--- config.mk ---
export PLATFORM = sky130hd
export DESIGN_NAME = rst_sequencer
export DESIGN_NICKNAME = d
export VERILOG_FILES = /design/src/rtl/rst_sequencer.sv
export SDC_FILE = /design/constraint.sdc
export NUM_CORES = 1
export LEC_CHECK = 0
export CORE_MARGIN = 2
export CORE_UTILIZATION = 55
export DETAILED_ROUTE_END_ITERATION = 6
export HOLD_SLACK_MARGIN = 0.02
export PLACE_DENSITY_LB_ADDON = 0.2
export SLEW_MARGIN = 20
export SYNTH_ARGS = -nofsm -noshare
export SYNTH_HDL_FRONTEND = slang
export SYNTH_SLANG_ARGS = --single-unit
--- constraint.sdc ---
create_clock -name clk -period 2.6 [get_ports clk]
set_input_delay 0.39 -clock clk [delete_from_list [all_inputs] [get_ports clk]]
set_output_delay 0.39 -clock clk [all_outputs]
set_load 0.05 [all_outputs]
--- src/rtl/rst_sequencer.sv ---
// -----------------------------------------------------------------------------
// rst_sequencer
//
// Reset release sequencer placed after the reset synchronizer. It holds
// NUM_DOMAINS active-low subsystem resets asserted for HOLD_CYCLES cycles. It
// then releases them one at a time, lowest index first, with GAP_CYCLES cycles
// between releases. GAP_CYCLES after the last release it reports seq_done.
// A single-cycle soft_req re-runs the whole assert/release sequence. A
// soft-initiated sequence ends with a one-cycle soft_ack pulse.
//
// Ports:
//   clk        in   clock, all state changes on the rising edge
//   rst        in   synchronous active-high reset, overrides everything
//   soft_req   in   single-cycle soft-reset request pulse
//   dom_rst_n  out  [NUM_DOMAINS-1:0] per-domain reset, active-low
//   seq_done   out  high while all domains are released and sequencer idle
//   soft_ack   out  one-cycle pulse when a soft-initiated sequence completes
// -----------------------------------------------------------------------------
module rst_sequencer #(
    parameter int NUM_DOMAINS = 4,
    parameter int HOLD_CYCLES = 8,
    parameter int GAP_CYCLES  = 4
) (
    input  logic                   clk,
    input  logic                   rst,
    input  logic                   soft_req,
    output logic [NUM_DOMAINS-1:0] dom_rst_n,
    output logic                   seq_done,
    output logic                   soft_ack
);

    localparam int MAX_HG = (HOLD_CYCLES > GAP_CYCLES) ? HOLD_CYCLES : GAP_CYCLES;
    localparam int CNT_W  = $clog2(MAX_HG) + 1;
    localparam int IDX_W  = $clog2(NUM_DOMAINS) + 1;

    localparam logic [CNT_W-1:0] HOLD_LAST = CNT_W'(HOLD_CYCLES - 1);
    localparam logic [CNT_W-1:0] GAP_LAST  = CNT_W'(GAP_CYCLES - 1);
    localparam logic [IDX_W-1:0] IDX_LAST  = IDX_W'(NUM_DOMAINS - 1);

    typedef enum logic [1:0] {
        ST_ASSERT  = 2'd0,
        ST_RELEASE = 2'd1,
        ST_DONE    = 2'd2
    } state_t;

    state_t                 state_reg,   state_next;
    logic [CNT_W-1:0]       cnt_reg,     cnt_next;
    logic [IDX_W-1:0]       idx_reg,     idx_next;
    logic [NUM_DOMAINS-1:0] dom_reg,     dom_next;
    logic                   done_reg,    done_next;
    logic                   ack_reg,     ack_next;
    logic                   pending_reg, pending_next;
    logic                   src_reg,     src_next;

    // Release strobe for a single domain plus a global clear; the per-bit
    // update below turns these into the next dom_rst_n value.
    logic                   rel_en;
    logic [IDX_W-1:0]       rel_idx;
    logic                   clr_all;

    always_comb begin
        state_next   = state_reg;
        cnt_next     = cnt_reg;
        idx_next     = idx_reg;
        done_next    = done_reg;
        ack_next     = 1'b0;          // soft_ack is only ever a one-cycle pulse
        pending_next = pending_reg;
        src_next     = src_reg;
        rel_en       = 1'b0;
        rel_idx      = idx_reg;
        clr_all      = 1'b0;

        case (state_reg)
            ST_ASSERT: begin
                // Requests during a running sequence queue one restart.
                if (soft_req) begin
                    pending_next = 1'b1;
                end
                if (cnt_reg == HOLD_LAST) begin
                    state_next = ST_RELEASE;
                    cnt_next   = '0;
                    idx_next   = '0;
                    rel_en     = 1'b1;
                    rel_idx    = '0;
                end else begin
                    cnt_next = cnt_reg + CNT_W'(1);
                end
            end

            ST_RELEASE: begin
                if (soft_req) begin
                    pending_next = 1'b1;
                end
                if (cnt_reg == GAP_LAST) begin
                    if (idx_reg == IDX_LAST) begin
                        state_next = ST_DONE;
                        done_next  = 1'b1;
                        ack_next   = src_reg;
                    end else begin
                        idx_next = idx_reg + IDX_W'(1);
                        rel_en   = 1'b1;
                        rel_idx  = idx_reg + IDX_W'(1);
                        cnt_next = '0;
                    end
                end else begin
                    cnt_next = cnt_reg + CNT_W'(1);
                end
            end

            ST_DONE: begin
                // A queued request restarts one cycle after DONE entry, so
                // seq_done/soft_ack of the finished sequence still show for a cycle.
                if (pending_reg || soft_req) begin
                    state_next   = ST_ASSERT;
                    clr_all      = 1'b1;
                    done_next    = 1'b0;
                    cnt_next     = '0;
                    idx_next     = '0;
                    pending_next = 1'b0;
                    src_next     = 1'b1;
                end
            end

            default: begin
                state_next = ST_ASSERT;
                clr_all    = 1'b1;
                done_next  = 1'b0;
                cnt_next   = '0;
                idx_next   = '0;
            end
        endcase
    end

    // Released bits are sticky until the next ASSERT entry; each bit only
    // sets on its own release strobe, which keeps releases in index order.
    for (genvar gi = 0; gi < NUM_DOMAINS; gi++) begin : g_dom
        assign dom_next[gi] = clr_all ? 1'b0
                            : (dom_reg[gi] | (rel_en && (rel_idx == IDX_W'(gi))));
    end

    always_ff @(posedge clk) begin
        if (rst) begin
            state_reg   <= ST_ASSERT;
            cnt_reg     <= '0;
            idx_reg     <= '0;
            dom_reg     <= '0;
            done_reg    <= 1'b0;
            ack_reg     <= 1'b0;
            pending_reg <= 1'b0;
            src_reg     <= 1'b0;
        end else begin
            state_reg   <= state_next;
            cnt_reg     <= cnt_next;
            idx_reg     <= idx_next;
            dom_reg     <= dom_next;
            done_reg    <= done_next;
            ack_reg     <= ack_next;
            pending_reg <= pending_next;
            src_reg     <= src_next;
        end
    end

    assign dom_rst_n = dom_reg;
    assign seq_done  = done_reg;
    assign soft_ack  = ack_reg;

endmodule

==> flow_metrics.env <==
export IMPL_antenna_violations_before_repair=0
export IMPL_setup_fix_bufs_post_cts=0
export IMPL_clk_path_buf_depth=2
export IMPL_slowest_stage="sky130_fd_sc_hd__clkdlybuf4s50_1"
export IMPL_cts_resized=0
export IMPL_first_pass_grt_wire_length_um=3050
export IMPL_path_buf_inv=1
export IMPL_synthesized_net_count=108
export IMPL_synth_enable_flop_cells=0
export IMPL_clock_skew_final_ps=5.48
export IMPL_placeableCoreArea_sq_um=1520
export IMPL_detailedRoute_firstIterationViolations=23
export IMPL_final_cell_area_sq_um=1000
export IMPL_regToRegStartpoint="idx_reg[0]$_SDFFE_PP0P_"
export IMPL_n_fill_cell=135
export IMPL_cp_slowest_stage_delay_ps=820
export IMPL_sinks_on_clock_net=17
export IMPL_cp_num_cells=1
export IMPL_synth_warning_count=0
export IMPL_grt_total_usage_pct=21.5
export IMPL_synthesis_area_per_instance_sq_um=8.76
export IMPL_globalRouteOverflowTotal=0
export IMPL_setup_total_negative_slack_ps=0
export IMPL_largest_net_degree_at_the_start_of_global_routing=14
export IMPL_finalWorstPathRequiredPeriod_ps=1840
export IMPL_synth_distinct_cells=34
export IMPL_ctsHoldBuffers=0
export IMPL_routed_via_count=783
export IMPL_postSynth_topFlopCell="sky130_fd_sc_hd__dfxtp_1"
export IMPL_slew_headroom_pct=65.8
export IMPL_viasPerCell=6.17
export IMPL_drive_gt1_share_pct=9.91
export IMPL_cp_startpoint="dom_rst_n[1]$_SDFF_PP0_"
export IMPL_mostFrequentLayoutCell="sky130_fd_sc_hd__dfxtp_1"
export IMPL_r2r_slack_ps=870
export IMPL_first_global_vias=707
export IMPL_fmax_ghz=0.542
export IMPL_timing_final_crit_share_pct=70.9
export IMPL_htreeDepth=1
export IMPL_finalHoldWorstSlack_ps=466
export IMPL_finalWirelength_um=1770
export IMPL_status="finished, final reports clean"
export IMPL_placementRows=14
export IMPL_fp_dieW_um=44.5
export IMPL_worst_setup_path_endpoint="dom_rst_n[1]"
export IMPL_max_cap_violations=0
export IMPL_cts_made_buffers=3
export IMPL_timing_critical_path_to_type="output port"
export IMPL_hold_violations=0
export IMPL_critical_path_top_delay_family="buffers and inverters"
export IMPL_clk_transition_reported_paths_ps=90
export IMPL_drt_pass1_iter_count=4
export IMPL_die_area_sq_um=1980
export IMPL_worstMarginPinSlew_ps=511
export IMPL_place_hpwl_um=1310
export IMPL_synth_area_sq_um=902
export IMPL_timing_hold_worst_class="reg2reg"
export IMPL_postLayoutCoreUtil_pct=65.8
export IMPL_cts_tree="built"
export IMPL_synth_seq_cells=17
export IMPL_port_buffers=8
export IMPL_cp_data_required_time_ps=2210
export IMPL_worst_r2r_path_depth=6
export IMPL_leakagePower_nw=0.376
export IMPL_antenna_cells=0
export IMPL_dpl_cell_area_sq_um=975
export IMPL_wl_per_cell_um=13.9
export IMPL_die_height_um=44.5
export IMPL_insertion_delay_ps=300
export IMPL_total_power_after_layout_w=0.000452
export IMPL_critical_path_cell_chain="clkdlybuf4s50_1"
export IMPL_area_growth_pct=11.1
export IMPL_path_max_fanout=2
export IMPL_rsz_0062_raised_after_global_routing="no"
export IMPL_io_pins=9
export IMPL_critical_path_at_ps=1450
export IMPL_final_setup_viol_count=0
export IMPL_final_nets=117
export IMPL_finalWeightedCongestion=0.797
export IMPL_clock_tree_root_cell="sky130_fd_sc_hd__clkbuf_4"
export IMPL_floorplan_initialDensity_pct=59.2
export IMPL_critical_path_class="reg2out"
export IMPL_synth_seq_area_share_pct=37.7
export IMPL_power_density_cell_area_nw_per_um2=451
export IMPL_syn_instance_count=103
export IMPL_worst_ir_drop_vdd_mv=0.435
export IMPL_fraction_of_registers_with_async_set_reset_pct=0
export IMPL_drt_drc_violations_left=0
export IMPL_most_common_layout_cells="sky130_fd_sc_hd__dfxtp_1, sky130_fd_sc_hd__nor2_1, sky130_fd_sc_hd__nand2_1"
export IMPL_antenna_left=0
export IMPL_r2r_end="dom_rst_n[3]$_SDFF_PP0_"
export IMPL_report_final_slew_viol_count=0
export IMPL_setup_worst_path_start_class="flip-flop"
-- where the power goes --
part / internal [W] / switching, W
sequential: 0.000266 / 0.00000938
clock: 0.0000573 / 0.0000857
combinational: 0.0000152 / 0.0000192
-- cells in the mapped netlist, types with 2 or more instances --
cell,instances,area [sq um]
sky130_fd_sc_hd__a31oi_1,2,12.5
sky130_fd_sc_hd__a32o_1,2,20.0
sky130_fd_sc_hd__a21oi_1,6,30.0
sky130_fd_sc_hd__o31ai_1,2,15.0
sky130_fd_sc_hd__and3_1,2,12.5
sky130_fd_sc_hd__nor2_1,13,48.8
sky130_fd_sc_hd__mux2i_1,2,20.0
sky130_fd_sc_hd__nand2_1,9,33.8
sky130_fd_sc_hd__nand2b_1,5,31.3
sky130_fd_sc_hd__a22oi_1,4,30.0
sky130_fd_sc_hd__and2b_1,2,15.0
sky130_fd_sc_hd__dfxtp_1,17,340
sky130_fd_sc_hd__inv_1,4,15.0
sky130_fd_sc_hd__nor3_1,3,15.0
sky130_fd_sc_hd__o21ai_0,7,35.0
sky130_fd_sc_hd__ha_1,2,25.0
sky130_fd_sc_hd__nor2b_1,4,25.0
-- layout make-up --
| class | instances | area, sq um | share of cell area (%) |
|---|---|---|---|
| Multi-Input combinational cell | 78 | 519 | 51.8 |
| Tap cell | 16 | 20.0 | 2.00 |
| Timing Repair Buffer | 8 | 80.1 | 7.99 |
| Clock inverter | 1 | 5.00 | 0.499 |
| Clock buffer | 3 | 22.5 | 2.25 |
| Sequential cell | 17 | 340 | 34.0 |
| Inverter | 4 | 15.0 | 1.50 |
-- worst min path at each step --
stage	start	to	depth (start not counted)
global route	dom_rst_n[2]$_SDFF_PP0_	dom_rst_n[2]$_SDFF_PP0_	2
CTS	dom_rst_n[2]$_SDFF_PP0_	dom_rst_n[2]$_SDFF_PP0_	2
global placement	dom_rst_n[2]$_SDFF_PP0_	dom_rst_n[2]$_SDFF_PP0_	2
floorplan	src_reg$_SDFFE_PP0P_	src_reg$_SDFFE_PP0P_	2
finish	dom_rst_n[0]$_SDFF_PP0_	dom_rst_n[0]$_SDFF_PP0_	2
detailed placement	dom_rst_n[2]$_SDFF_PP0_	dom_rst_n[2]$_SDFF_PP0_	2
-- cell families after synthesis --
family                   share of synthesized area (%)
XOR/XNOR                                          1.80
multiplexers                                      2.22
adder cells (fa/ha/maj)                           2.77
AO/OA/AOI/OAI                                     24.3
AND/OR/NAND/NOR                                   26.5
buffers and inverters                             4.71
flip-flops                                        37.7
-- through the flow --
stage / cells / setup slack, ps
global placement: 123 / 776
detailed placement: 123 / 744
floorplan: 103 / 1130
finish: 127 / 756
CTS: 127 / 743
global route: 127 / 673
-- metal layers --
layer  vias to the layer above  routed length, um  GRT usage, %
met4                         0                 25          9.70
li1                        389                  -             -
met1                       375                805          24.9
met5                         -                  0             0
met3                         5                 67          7.35
met2                        14                870          35.4
No activity file was read; power rests on OpenSTA's default activity.
